===== config.mk =====
export PLATFORM = sky130hd
export DESIGN_NAME = drv_cmd_master_flat
export DESIGN_NICKNAME = d
export VERILOG_FILES = /design/src/rtl/drv_cmd_master_pkg.sv /design/src/rtl/cmd_if.sv /design/src/rtl/cmd_timeout.sv /design/src/rtl/drv_cmd_master.sv /design/src/flat_wrapper.sv
export SDC_FILE = /design/constraint.sdc
export NUM_CORES = 1
export LEC_CHECK = 0
export BUFFER_PORTS_ARGS = -buffer_cell sky130_fd_sc_hd__clkbuf_2
export CAP_MARGIN = 0
export CELL_PAD_IN_SITES_DETAIL_PLACEMENT = 1
export CELL_PAD_IN_SITES_GLOBAL_PLACEMENT = 1
export CORE_UTILIZATION = 46
export CTS_BUF_LIST = sky130_fd_sc_hd__clkbuf_2 sky130_fd_sc_hd__clkbuf_4 sky130_fd_sc_hd__clkbuf_8
export DETAILED_ROUTE_END_ITERATION = 10
export PLACE_DENSITY_LB_ADDON = 0.25
export SYNTH_ARGS = -nofsm -noshare
export SYNTH_HDL_FRONTEND = slang
export SYNTH_SLANG_ARGS = --single-unit
export TNS_END_PERCENT = 50

===== constraint.sdc =====
create_clock -name clk -period 6.98 [get_ports clk]
set_input_delay 1.396 -clock clk [delete_from_list [all_inputs] [get_ports clk]]
set_output_delay 1.396 -clock clk [all_outputs]
set_load 0.02 [all_outputs]

===== src/rtl/drv_cmd_master_pkg.sv =====
// Shared driver package: settings record, error codes, host register map and FSM states.
package drv_cmd_master_pkg;

    localparam int unsigned FreqW  = 32;
    localparam int unsigned DutyW  = 16;
    localparam int unsigned PhaseW = 16;

    typedef struct packed {
        logic [FreqW-1:0]  freq;
        logic [DutyW-1:0]  duty;
        logic [PhaseW-1:0] phase;
    } settings_t;

    typedef enum logic [1:0] {
        ErrNone    = 2'd0,
        ErrRange   = 2'd1,
        ErrTimeout = 2'd2
    } err_code_e;

    localparam logic [1:0] AddrFreq  = 2'd0;
    localparam logic [1:0] AddrDuty  = 2'd1;
    localparam logic [1:0] AddrPhase = 2'd2;
    localparam logic [1:0] AddrRsvd  = 2'd3;

    typedef enum logic [1:0] {
        StIdle,
        StCheck,
        StReq,
        StWait
    } state_e;

endpackage


===== src/rtl/cmd_if.sv =====
// Handshake between the command master and the output driver.
interface cmd_if;

    logic apply;
    logic apply_ok;

    modport out (output apply, input apply_ok);
    modport drv (input apply, output apply_ok);

endinterface


===== src/rtl/cmd_timeout.sv =====
// Saturating cycle counter that flags when the driver has not acknowledged in time.
module cmd_timeout #(
    parameter int unsigned LIMIT = 4096
) (
    input  logic clk,
    input  logic rst,
    input  logic clear,
    input  logic enable,
    output logic expired
);

    localparam int unsigned CntW = (LIMIT < 1) ? 1 : $clog2(LIMIT + 1);

    logic [CntW-1:0] cnt_q;

    assign expired = (cnt_q == CntW'(LIMIT));

    // Count enabled cycles, stopping at the limit until cleared.
    always_ff @(posedge clk or posedge rst) begin
        if (rst) begin
            cnt_q <= '0;
        end else if (clear) begin
            cnt_q <= '0;
        end else if (enable && !expired) begin
            cnt_q <= cnt_q + CntW'(1);
        end
    end

endmodule


===== src/rtl/drv_cmd_master.sv =====
// Host-facing command master: shadows freq/duty/phase writes, validates them on commit and
// hands them to the driver through an apply / apply_ok handshake with timeout.
module drv_cmd_master
    import drv_cmd_master_pkg::*;
#(
    parameter int unsigned MIN_FREQ_HZ   = 1000,
    parameter int unsigned MAX_FREQ_HZ   = 500000,
    parameter int unsigned DUTY_SCALE    = 100,
    parameter int unsigned PHASE_SCALE   = 360,
    parameter int unsigned TIMEOUT_TICKS = 4096
) (
    input  logic        clk,
    input  logic        rst,
    input  logic        wr_en,
    input  logic [1:0]  wr_addr,
    input  logic [31:0] wr_data,
    input  logic        commit,
    output logic        busy,
    output logic        done,
    output logic        err,
    output logic [1:0]  err_code,
    cmd_if.out          cmd,
    output settings_t   settings,
    output logic        recalc_ph_dc
);

    localparam settings_t SettingsRst = '{freq: FreqW'(MIN_FREQ_HZ), duty: '0, phase: '0};

    state_e    state_q, state_d;
    settings_t shadow_q, shadow_d;
    settings_t active_q, active_d;
    settings_t settings_q, settings_d;
    err_code_e err_code_q, err_code_d;
    logic      done_q, done_d;
    logic      err_q, err_d;
    logic      apply_q, apply_d;
    logic      recalc_q, recalc_d;
    logic      tmo_clear;
    logic      tmo_expired;
    logic      shadow_valid;

    assign shadow_valid = (shadow_q.freq >= MIN_FREQ_HZ) && (shadow_q.freq <= MAX_FREQ_HZ) &&
                          (32'(shadow_q.duty) <= DUTY_SCALE) &&
                          (32'(shadow_q.phase) <= PHASE_SCALE - 1);

    cmd_timeout #(
        .LIMIT (TIMEOUT_TICKS)
    ) u_timeout (
        .clk     (clk),
        .rst     (rst),
        .clear   (tmo_clear),
        .enable  (state_q == StWait),
        .expired (tmo_expired)
    );

    // Next-state and next-output decode; pulses default low every cycle.
    always_comb begin
        state_d    = state_q;
        shadow_d   = shadow_q;
        active_d   = active_q;
        settings_d = settings_q;
        err_code_d = err_code_q;
        done_d     = 1'b0;
        err_d      = 1'b0;
        apply_d    = 1'b0;
        recalc_d   = 1'b0;
        tmo_clear  = 1'b0;
        unique case (state_q)
            StIdle: begin
                if (wr_en) begin
                    unique case (wr_addr)
                        AddrFreq:  shadow_d.freq  = wr_data[FreqW-1:0];
                        AddrDuty:  shadow_d.duty  = wr_data[DutyW-1:0];
                        AddrPhase: shadow_d.phase = wr_data[PhaseW-1:0];
                        default:   ;
                    endcase
                end
                if (commit) begin
                    state_d    = StCheck;
                    err_code_d = ErrNone;
                end
            end
            StCheck: begin
                if (!shadow_valid) begin
                    state_d    = StIdle;
                    err_d      = 1'b1;
                    err_code_d = ErrRange;
                end else if (shadow_q == active_q) begin
                    state_d = StIdle;
                    done_d  = 1'b1;
                end else begin
                    state_d    = StReq;
                    settings_d = shadow_q;
                    // A frequency change needs a full reprogram; otherwise only phase/duty.
                    apply_d    = (shadow_q.freq != active_q.freq);
                    recalc_d   = (shadow_q.freq == active_q.freq);
                end
            end
            StReq: begin
                state_d   = StWait;
                tmo_clear = 1'b1;
            end
            StWait: begin
                // Acknowledge wins over a simultaneous timeout.
                if (cmd.apply_ok) begin
                    state_d  = StIdle;
                    active_d = settings_q;
                    done_d   = 1'b1;
                end else if (tmo_expired) begin
                    state_d    = StIdle;
                    settings_d = active_q;
                    err_d      = 1'b1;
                    err_code_d = ErrTimeout;
                end
            end
        endcase
    end

    // State and registered outputs; reset aborts any transaction silently.
    always_ff @(posedge clk or posedge rst) begin
        if (rst) begin
            state_q    <= StIdle;
            shadow_q   <= SettingsRst;
            active_q   <= SettingsRst;
            settings_q <= SettingsRst;
            err_code_q <= ErrNone;
            done_q     <= 1'b0;
            err_q      <= 1'b0;
            apply_q    <= 1'b0;
            recalc_q   <= 1'b0;
        end else begin
            state_q    <= state_d;
            shadow_q   <= shadow_d;
            active_q   <= active_d;
            settings_q <= settings_d;
            err_code_q <= err_code_d;
            done_q     <= done_d;
            err_q      <= err_d;
            apply_q    <= apply_d;
            recalc_q   <= recalc_d;
        end
    end

    assign busy         = (state_q != StIdle);
    assign done         = done_q;
    assign err          = err_q;
    assign err_code     = err_code_q;
    assign cmd.apply    = apply_q;
    assign settings     = settings_q;
    assign recalc_ph_dc = recalc_q;

endmodule


===== src/flat_wrapper.sv =====
// flat-port wrapper written by rule: the top's interface ports become plain ports
module drv_cmd_master_flat import drv_cmd_master_pkg::*;
#(
    parameter int unsigned MIN_FREQ_HZ   = 1000,
    parameter int unsigned MAX_FREQ_HZ   = 500000,
    parameter int unsigned DUTY_SCALE    = 100,
    parameter int unsigned PHASE_SCALE   = 360,
    parameter int unsigned TIMEOUT_TICKS = 4096
)
  (clk, rst, wr_en, wr_addr, wr_data, commit, busy, done, err, err_code, settings, recalc_ph_dc, cmd_apply, cmd_apply_ok);
  cmd_if cmd_i ();
  input  logic clk;
  input  logic rst;
  input  logic wr_en;
  input  logic [1:0] wr_addr;
  input  logic [31:0] wr_data;
  input  logic commit;
  output logic busy;
  output logic done;
  output logic err;
  output logic [1:0] err_code;
  output settings_t settings;
  output logic recalc_ph_dc;
  output wire logic [$bits(cmd_i.apply)-1:0] cmd_apply;
  input wire logic [$bits(cmd_i.apply_ok)-1:0] cmd_apply_ok;
  assign cmd_apply = cmd_i.apply;
  assign cmd_i.apply_ok = cmd_apply_ok;
  drv_cmd_master #(.MIN_FREQ_HZ(MIN_FREQ_HZ), .MAX_FREQ_HZ(MAX_FREQ_HZ), .DUTY_SCALE(DUTY_SCALE), .PHASE_SCALE(PHASE_SCALE), .TIMEOUT_TICKS(TIMEOUT_TICKS)) u_core (.clk(clk), .rst(rst), .wr_en(wr_en), .wr_addr(wr_addr), .wr_data(wr_data), .commit(commit), .busy(busy), .done(done), .err(err), .err_code(err_code), .cmd(cmd_i), .settings(settings), .recalc_ph_dc(recalc_ph_dc));
endmodule

==> impl_metrics.env, run 1 <==
export IMPL_finalCritPeriodShare_pct=55.99
export IMPL_grt_max_degree=83
export IMPL_placed_area_um2=10930
export IMPL_crit_path_max_fanout=44
export IMPL_ys_ff_latch=213
export IMPL_root_buffer="clkbuf_8"
export IMPL_synth_area_leaders="dfrtp_1, mux2_2, mux2_4"
export IMPL_gp_congestion=0.8061
export IMPL_internal_power_mw=2.359
export IMPL_final_layout_size_suffix_gt1_share_pct=53.78
export IMPL_pwr_share_seq_pct=47.5
export IMPL_vdd_ir_drop_max_uv=158.4
export IMPL_core_um2=21350
export IMPL_design_area_um2=11740
export IMPL_synth_cells=717
export IMPL_maxUsedRoutingLayer="met4"
export IMPL_netSwitchingPower_uw=946.7
export IMPL_synth_top_area_share_pct=48.06
export IMPL_numCtsBuffers=38
export IMPL_min_path_type="register to register"
export IMPL_post_route_util_pct=54.96
export IMPL_outcome="finished, final reports clean"
export IMPL_die_area_um2=22670
export IMPL_port_buffers=109
export IMPL_fp_dieW_um=150.6
export IMPL_regToRegStartpoint="u_core.shadow_q[37]"
export IMPL_cap_violations=0
export IMPL_fin_skew_ps=22.16
export IMPL_pre_cts_ws_ps=3121
export IMPL_wl_um=26530
export IMPL_power_total_mw=3.306
export IMPL_reg2regPathDepth=7
export IMPL_cts_max_path_buffers=3
export IMPL_worst_slew_pin_slew_ps=1139
export IMPL_start_kind="register"
export IMPL_num_antenna_cells=0
export IMPL_critPathSlowestCell="o21ai_4"
export IMPL_setup_ws_ps=3072
export IMPL_hpwlAfterDp_um=18030
export IMPL_wl_met1_um=11910
export IMPL_synth_warnings=0
export IMPL_grtUsageTotal_pct=24.80
export IMPL_route_met3_wl_um=879
export IMPL_fmax_mhz=255.9
export IMPL_nets=887
export IMPL_post_cts_resized=0
export IMPL_p_clk_share_pct=37.1
export IMPL_end_kind="register"
export IMPL_critPathTopFamily="simple AND/OR/NAND/NOR gates"
export IMPL_detail_route_wl_per_cell_um=23.09
export IMPL_cts_setup_buffers=0
export IMPL_finalSetupViolations=0
export IMPL_hold_buffers=0
export IMPL_mappedNetlistArea_um2=10150
export IMPL_grt_overflow=0
export IMPL_drcViolationCount=0
export IMPL_drtAntennaViolNets=0
export IMPL_grt_pass1_vias=7158
export IMPL_h_tree_depth=2
export IMPL_cp_required_ps=7380
export IMPL_num_rows=53
export IMPL_p_leak_nw=5.677
export IMPL_hold_path_depth=1
export IMPL_pwr_share_comb_pct=15.4
export IMPL_syn_nets=758
export IMPL_areaGrowthSynthToFinish_pct=15.58
export IMPL_cp_num_buf_inv=1
export IMPL_worstSkewPairLatency_ps=530
export IMPL_path_cells="or4bb_1 -> or4_4 -> o221ai_2 -> nand4_4 -> o21ai_4 -> buf_12 -> mux2_2"
export IMPL_firstDrtPassIters=4
export IMPL_dieHeight_um=150.6
export IMPL_max_stage_delay_ps=870
export IMPL_cts_sinks=213
export IMPL_start_util_pct=47.55
export IMPL_vias_per_cell=5.557
export IMPL_setup_tns_ps=0
export IMPL_swShare_pct=28.64
export IMPL_hold_violations=0
export IMPL_maxSlewViolCount=0
export IMPL_reg2reg_to="u_core.settings[31]"
export IMPL_drt_iter0_drc=183
export IMPL_grt_pass1_wl_um=42300
export IMPL_path_class="register to register"
export IMPL_grt_setup_unrepaired="false"
export IMPL_pin_count=110
export IMPL_yosysSeqAreaShare_pct=52.72
export IMPL_antenna_found_initial=0
export IMPL_avgSynthCellArea_um2=14.16
export IMPL_yosys_area_top_type="dfrtp_1"
export IMPL_fin_crit_ps=3908
export IMPL_clk_pin_slew_ps=60
export IMPL_vias=6385
export IMPL_slew_headroom_pct=24.08
export IMPL_hold_path_end="u_core.active_q[8]"
export IMPL_critPathArrivalTime_ps=4310
export IMPL_power_density_nw_per_um2=281.7
export IMPL_cts_tree="done"
export IMPL_rrSetupSlack_ps=3070
export IMPL_synth_cell_types=42
export IMPL_wl_met2_um=13300
export IMPL_hold_path_startpoint="u_core.settings[8]"
## cell families after synthesis
kind of cell / count (synthesis) / synth area share [%]
buffers and inverters: 35 / 2.255
multiplexers: 256 / 30.61
flip-flops: 213 / 52.72
adder cells (fa/ha/maj): 2 / 0.2464
XOR/XNOR: 68 / 5.866
AO/OA/AOI/OAI: 38 / 2.575
AND/OR/NAND/NOR: 105 / 5.730
## placed cells by master (no fill, tap or decap), drive strengths merged, types with 3 or more instances in the layout
cell type,netlist,routed
buf,9,8
inv,7,6
mux2,256,256
o21ai,19,19
or4,4,4
and3,5,5
clkinv,0,3
xor2,65,65
nor3,4,4
nand2,20,20
nor4,24,24
nand3,11,11
nand4,8,8
xnor2,3,3
a21oi,4,4
clkbuf,19,173
dfstp,18,18
nor2,19,19
dfrtp,195,195
## per-stage QoR
step,hold WS [ps],instances
after detailed placement,518.2,1081
after floorplan,480.4,717
after CTS,534.5,1149
after global placement,504.1,1081
final,529.4,1149
after global routing,557.7,1149
## sequential cells by signal (all words and copies together), names as in the netlist, named ones only
name,cells
u_core.shadow_q,64
u_core.active_q,64
u_core.err_code,2
u_core.done,1
u_core.state_q,1
u_core.recalc_ph_dc,1
u_core.cmd.apply,1
u_core.err,1
u_core.u_timeout.cnt_q,13
u_core.settings,64
## cells in the mapped netlist
library cell	n
mux2_4	60
nand3_1	11
xor2_1	65
o41ai_1	1
a21o_1	2
or3_1	1
o31a_1	2
a2111oi_2	1
nand3b_1	1
or4_1	2
nor3_1	4
o21ai_0	18
or4bb_1	1
mux2_2	196
and3_1	5
or2_2	1
ha_1	2
buf_1	3
nand4_4	1
clkbuf_1	19
o32ai_1	1
nor4_1	24
dfstp_2	18
o21ai_4	1
nor2_1	19
nand2_1	20
nand4_1	7
or4_4	2
a22oi_1	1
o221ai_2	1
buf_12	6
nor2b_1	1
and4_1	1
nand2b_1	2
xnor2_1	3
inv_1	7
o31ai_1	2
a21oi_1	4
dfrtp_1	195
a22o_1	2
o211ai_1	2
nor4b_1	2
## metal layers
layer / GRT usage (%) / up-vias
met5: 0 / -
met4: 6.650 / 0
met3: 3.788 / 37
met2: 41.64 / 124
met1: 33.41 / 3371
li1: - / 2853
## worst reg2reg max path, stage by stage (launching register included)
cell and delay, ps:
dfstp_2 590, or4bb_1 530, or4_4 500, o221ai_2 280, nand4_4 190, o21ai_4 870, buf_12 440, mux2_2 400
## final cells by class
type | count | area, um2
Fill cell | 2143 | 9618
Sequential cell | 213 | 5353
Multi-Input combinational cell | 469 | 4581
Clock buffer | 64 | 787.0
Timing Repair Buffer | 117 | 618.1
Tap cell | 275 | 344.1
Inverter | 7 | 30.03
Clock inverter | 4 | 22.52
## how the worst max path moves through the flow
stage	from	slack [ps]	depth (start not counted)	to
after global routing	u_core.shadow_q[37]	2950	7	u_core.settings[15]
after detailed placement	u_core.shadow_q[37]	3120	7	u_core.settings[31]
final	u_core.shadow_q[37]	3070	7	u_core.settings[31]
after CTS	u_core.shadow_q[37]	3050	7	u_core.settings[15]
after global placement	u_core.shadow_q[37]	3160	7	u_core.settings[15]
after floorplan	rst	2830	1	asynchronous set/reset pin
## power groups by stage
| stage | clock [mW] | combinational (mW) | sequential (mW) |
|---|---|---|---|
| 2_1_floorplan | 0 | 0.360 | 1.53 |
| 3_3_place_gp | 0 | 0.485 | 1.57 |
| 3_5_place_dp | 0 | 0.506 | 1.59 |
| 4_1_cts | 1.26 | 0.515 | 1.57 |
| 5_1_grt | 1.30 | 0.553 | 1.59 |
| 6_report | 1.23 | 0.509 | 1.57 |
No activity file was read; power rests on OpenSTA's default activity.
==> inputs of run 2 (changes only) <==
Settings changed: ABC_AREA set to 1, CORE_UTILIZATION 46 to 45.
Clock period 6.98 ns to 3.9 ns, I/O delays scaled along.
==> impl_metrics.env, run 2 <==
export IMPL_grt_setup_unrepaired="false"
export IMPL_slew_headroom_pct=31.19
export IMPL_cts_tree="done"
export IMPL_outcome="finished, final reports clean"
export IMPL_reg2regPathDepth=12
export IMPL_synth_area_leaders="dfrtp_1, nand2_1, o21ai_0"
export IMPL_wl_um=31470
export IMPL_port_buffers=109
export IMPL_grt_util_met1_pct=36.05
export IMPL_synth_cells=1405
export IMPL_crit_path_max_fanout=41
export IMPL_finalCritPeriodShare_pct=68.59
export IMPL_cp_required_ps=4360
export IMPL_worstSetupStartpoint="u_core.shadow_q[46]"
export IMPL_post_cts_resized=0
export IMPL_final_layout_size_suffix_gt1_share_pct=14.94
export IMPL_numCtsBuffers=40
export IMPL_worstSkewPairLatency_ps=540
export IMPL_hold_buffers=0
export IMPL_die_area_um2=24360
export IMPL_setup_tns_ps=0
export IMPL_regToRegStartpoint="u_core.shadow_q[46]"
export IMPL_synthFlopType="dfrtp_1"
export IMPL_start_kind="register"
export IMPL_end_kind="register"
export IMPL_drtAntennaViolNets=0
export IMPL_ys_ff_latch=213
export IMPL_synth_commonest_cells="nand2_1, dfrtp_1, o21ai_0, inv_1, nor2_1"
export IMPL_yosys_area_top_type="dfrtp_1"
export IMPL_dieHeight_um=156.1
export IMPL_firstDrtPassIters=5
export IMPL_asyncSetResetFlopFracSynth_pct=100.0
export IMPL_synth_top_area_share_pct=45.68
export IMPL_grt_util_met3_pct=4.583
export IMPL_power_density_nw_per_um2=619.1
export IMPL_p_leak_nw=6.425
export IMPL_grt_pass1_vias=9858
export IMPL_grt_overflow=0
export IMPL_layout_commonest_cell="nand2_1"
export IMPL_pin_count=110
export IMPL_fin_crit_ps=2675
export IMPL_gp_congestion=0.8323
export IMPL_finalSetupViolations=0
export IMPL_syn_nets=1446
export IMPL_setup_ws_ps=1225
export IMPL_cts_setup_buffers=0
export IMPL_core_um2=23400
export IMPL_root_buffer="clkbuf_8"
export IMPL_detail_route_wl_per_cell_um=16.94
export IMPL_pre_cts_ws_ps=1282
export IMPL_fin_skew_ps=20.43
export IMPL_num_rows=56
export IMPL_yosysMostFrequentCell="nand2_1"
export IMPL_grtUsageTotal_pct=26.77
export IMPL_vias=9631
export IMPL_cap_violations=0
export IMPL_drcViolationCount=0
export IMPL_mappedNetlistArea_um2=10680
export IMPL_design_area_um2=12350
export IMPL_avgSynthCellArea_um2=7.603
export IMPL_reg2reg_to="u_core.settings[55]"
export IMPL_fp_dieW_um=156.1
export IMPL_synth_warnings=0
export IMPL_synth_cell_types=32
export IMPL_cts_max_path_buffers=3
export IMPL_rrSetupSlack_ps=1220
export IMPL_cts_sinks=213
export IMPL_num_antenna_cells=0
export IMPL_hpwlAfterDp_um=21940
export IMPL_maxSlewViolCount=0
export IMPL_areaGrowthSynthToFinish_pct=15.65
export IMPL_antenna_found_initial=0
export IMPL_min_path_type="primary input to asynchronous set/reset pin"
export IMPL_endpoint="u_core.settings[55]"
export IMPL_use_met2_pct=43.96
export IMPL_yosysSeqAreaShare_pct=50.11
export IMPL_worst_slew_pin_slew_ps=1029
export IMPL_start_util_pct=45.65
export IMPL_path_class="register to register"
export IMPL_mostFrequentLayoutCells="nand2_1, dfrtp_1, o21ai_0, inv_1, clkbuf_2"
export IMPL_placed_area_um2=11470
export IMPL_vias_per_cell=5.184
export IMPL_h_tree_depth=2
export IMPL_critPathArrivalTime_ps=3140
export IMPL_top_usage_layer="met2"
export IMPL_grt_max_degree=82
export IMPL_nets=1552
export IMPL_grt_pass1_wl_um=51170
export IMPL_fmax_mhz=373.8
export IMPL_drt_iter0_drc=417
export IMPL_synth_edf_count=0
export IMPL_clk_pin_slew_ps=60
export IMPL_vdd_ir_drop_max_uv=296.5
export IMPL_hold_violations=0
[run 2: cell count changes in the layout (fill, tap and decap cells not counted), sizes merged, moves of 6 or more]
| cell | previous run | this run |
|---|---|---|
| nand2 | 20 | 508 |
| mux2 | 256 | 7 |
| o21ai | 19 | 177 |
| inv | 6 | 156 |
| nand3 | 11 | 93 |
| nor2 | 19 | 96 |
| xor2 | 65 | 10 |
| xnor2 | 3 | 36 |
| nor4 | 24 | 3 |
| a21oi | 4 | 17 |
| nor3 | 4 | 11 |
| buf | 8 | 14 |
| clkbuf | 173 | 167 |
[run 2: per-stage QoR]
stage,utilization (%),instances,hold slack [ps],power (mW)
global route,52.79,1858,394.5,8.170
floorplan,-,1405,439.2,4.612
CTS,52.79,1858,375.6,7.715
finish,52.79,1858,374.8,7.648
global placement,49.02,1788,459.0,5.144
detailed placement,49.02,1788,471.8,5.259
[run 2: worst min path at each step]
| stage | end | depth (start not counted) | slack (ps) | start |
|---|---|---|---|---|
| after detailed placement | u_core.u_timeout.cnt_q[12] | 1 | 470 | u_core.u_timeout.cnt_q[12] |
| after global routing | u_core.u_timeout.cnt_q[7] | 2 | 390 | rst |
| final | u_core.err_code[0] | 2 | 370 | rst |
| after global placement | u_core.u_timeout.cnt_q[12] | 1 | 460 | u_core.u_timeout.cnt_q[12] |
| after floorplan | u_core.u_timeout.cnt_q[12] | 1 | 440 | u_core.u_timeout.cnt_q[12] |
| after CTS | u_core.u_timeout.cnt_q[8] | 2 | 380 | rst |
[run 2: final cells by class]
cell class	count	area, um2
Fill cell	2991	11050
Sequential cell	213	5353
Multi-Input combinational cell	976	4438
Clock buffer	58	742.0
Timing Repair Buffer	123	688.2
Inverter	157	593.1
Tap cell	319	399.1
Clock inverter	12	141.4
[run 2: worst max-delay path, cell delays in order, from the launching register on]
cell	delay, ps
dfrtp_1	440
inv_1	150
nand2_1	100
nor3_1	190
nand2_1	100
nor2_1	110
nand3_1	110
nand2_1	110
nand3_2	150
o21bai_4	610
buf_12	330
nand2_1	110
nand2_1	90
[run 2: cells by family (layout without fill, tap and decap cells)]
group           after synthesis  count (layout)  synth area share, %
buf+inv                     216             350                8.609
flops                       213             213                50.11
simple gates                720             720                26.96
fa+ha+maj                     2               2               0.2342
compound gates              201             201                9.581
xor+xnor                     46              46                3.771
mux                           7               7               0.7379
[run 2: routing by layer]
layer  part of all wire (%)  vias to the layer above
li1                       -                     4600
met1                     45                     4753
met2                     47                      217
met3                    4.8                       61
met4                    2.5                        0
met5                      0                        -
[run 2: report_power, final]
part,leakage [nW],internal [mW],switching (mW)
logic,3.21,0.786,1.15
registers,2.75,2.69,0.623
clock network,0.468,1.42,0.982
==> inputs of run 3 (changes only) <==
Settings changed: CORE_UTILIZATION 45 to 41.
Clock period 3.9 ns to 2.19 ns, I/O delays scaled along.
==> impl_metrics.env, run 3 (synthesized netlist as in run 2, its figures left out) <==
export IMPL_outcome="finished, final reports clean"
export IMPL_worstSkewPairLatency_ps=550
export IMPL_cap_violations=0
export IMPL_p_leak_nw=6.702
export IMPL_fin_crit_ps=2168
export IMPL_core_um2=25400
export IMPL_vdd_ir_drop_max_uv=495.8
export IMPL_rrSetupSlack_ps=20
export IMPL_hold_path_startpoint="wr_data[16]"
export IMPL_reg2reg_to="u_core.settings[20]"
export IMPL_wl_um=34860
export IMPL_h_tree_depth=2
export IMPL_grt_overflow=0
export IMPL_whs_ps=125.8
export IMPL_grt_pass1_wl_um=52990
export IMPL_drtAntennaViolNets=0
export IMPL_fp_dieW_um=163.4
export IMPL_grt_max_degree=60
export IMPL_cp_num_buf_inv=3
export IMPL_cts_sinks=213
export IMPL_drt_iter0_drc=614
export IMPL_die_area_um2=26700
export IMPL_critPathArrivalTime_ps=2610
export IMPL_clk_pin_slew_ps=70
export IMPL_hold_violations=0
export IMPL_grt_pass1_vias=9969
export IMPL_critPathSlowestCell="dfstp_2"
export IMPL_pin_count=110
export IMPL_hold_path_end="u_core.shadow_q[48]"
export IMPL_firstDrtPassIters=5
export IMPL_vias=9853
export IMPL_dp_cells=1823
export IMPL_maxSlewViolCount=0
export IMPL_start_util_pct=42.06
export IMPL_max_stage_delay_ps=590
export IMPL_detail_route_wl_per_cell_um=18.23
export IMPL_crit_path_max_fanout=9
export IMPL_worst_slew_pin_slew_ps=562.8
export IMPL_areaGrowthSynthToFinish_pct=21.45
export IMPL_reg2regPathDepth=11
export IMPL_end_kind="register"
export IMPL_multi_input_comb_area_um2=4532
export IMPL_cts_tree="done"
export IMPL_fin_skew_ps=20.44
export IMPL_cts_max_path_buffers=3
export IMPL_regToRegStartpoint="u_core.shadow_q[35]"
export IMPL_grtUsageTotal_pct=25.38
export IMPL_power_density_nw_per_um2=1052
export IMPL_critPathTopFamily="simple AND/OR/NAND/NOR gates"
export IMPL_finalSetupViolations=0
export IMPL_vias_per_cell=5.153
export IMPL_root_buffer="clkbuf_8"
export IMPL_path_cells="inv_1 -> a21oi_1 -> nand2_1 -> nand4_1 -> nand3_1 -> a21oi_2 -> nand3_4 -> buf_4 -> clkbuf_16 -> nand3_1 -> nand2_1"
export IMPL_drcViolationCount=0
export IMPL_antenna_found_initial=0
export IMPL_dieHeight_um=163.4
export IMPL_fill_cells=3206
export IMPL_seqCellArea_um2=5356
export IMPL_fmax_mhz=461.3
export IMPL_final_layout_size_suffix_gt1_share_pct=19.09
export IMPL_slew_headroom_pct=62.40
export IMPL_finalCritPeriodShare_pct=98.99
export IMPL_hpwlAfterDp_um=22950
export IMPL_layout_commonest_cell="nand2_1"
export IMPL_numCtsBuffers=39
export IMPL_start_kind="register"
export IMPL_hold_path_depth=2
export IMPL_nets=1594
export IMPL_port_buffers=109
export IMPL_cp_required_ps=2630
export IMPL_gp_congestion=0.8125
export IMPL_min_path_type="primary input to register"
export IMPL_num_antenna_cells=0
export IMPL_num_rows=58
export IMPL_path_class="register to register"
export IMPL_layout_cells_non_filler=1912
export IMPL_mostFrequentLayoutCells="nand2_1, dfrtp_1, o21ai_0, inv_1, clkbuf_2"
[run 3: cell types whose count changed in the layout (fill, tap and decap cells not counted), moves of 6 or more]
cell       change
buf_4         +23
nor2_1        -16
nor2_2        +13
buf_12         +9
clkbuf_4       +7
clkbuf_16      +6
[run 3: layer usage]
metal,track usage [%],share of wire (%),up-vias
met5,0,0,-
met4,7.689,2.5,0
met3,3.504,4.8,58
met2,41.22,47,245
met1,35.05,46,4863
li1,-,-,4687
[run 3: layout make-up]
type / count / share of cell area, %
Clock inverter: 6 / 0.2797
Tap cell: 330 / 3.183
Sequential cell: 213 / 41.29
Multi-Input combinational cell: 976 / 34.93
Clock buffer: 64 / 6.018
Timing Repair Buffer: 166 / 9.731
Inverter: 157 / 4.571
[run 3: what timing repair did]
item | in CTS | in global routing
buffers inserted | 0 | 9
endpoints found under the setup margin | 0 | 66
hold endpoints to repair | 15 | 0
gates resized for setup | 0 | 36
hold buffers | 1 | 0
[run 3: power by group]
part | total [mW] | internal, mW | switching, mW
clock network | 3.97 | 2.25 | 1.72
registers | 5.83 | 4.79 | 1.04
logic | 3.85 | 1.61 | 2.24
total | 13.7 | 8.65 | 5.01
[run 3: worst max path at each step]
stage | start | endpoint | slack, ps | cells after the start
global route | u_core.shadow_q[46] | u_core.settings[31] | -40 | 13
global placement | u_core.shadow_q[57] | u_core.settings[27] | 110 | 13
finish | u_core.shadow_q[35] | u_core.settings[20] | 20 | 11
CTS | u_core.shadow_q[51] | u_core.settings[17] | 7 | 13
detailed placement | u_core.shadow_q[56] | u_core.settings[17] | 50 | 13
floorplan | rst | asynchronous set/reset pin | -1000 | 1
[run 3: through the flow]
| stage | power [mW] | setup TNS, ps | worst slack, ps | instance area, um2 | util [%] |
|---|---|---|---|---|---|
| 4_1_cts | 13.58 | 0 | 7.050 | 12590 | 49.58 |
| 3_5_place_dp | 9.534 | 0 | 45.21 | 11770 | 46.32 |
| 3_3_place_gp | 9.351 | 0 | 110.4 | 11770 | 46.32 |
| 2_1_floorplan | 8.213 | -201000 | -1003 | 10690 | - |
| 5_1_grt | 14.59 | -931.7 | -37.37 | 12970 | 51.08 |
| 6_report | 13.65 | 0 | 22.17 | 12970 | 51.08 |
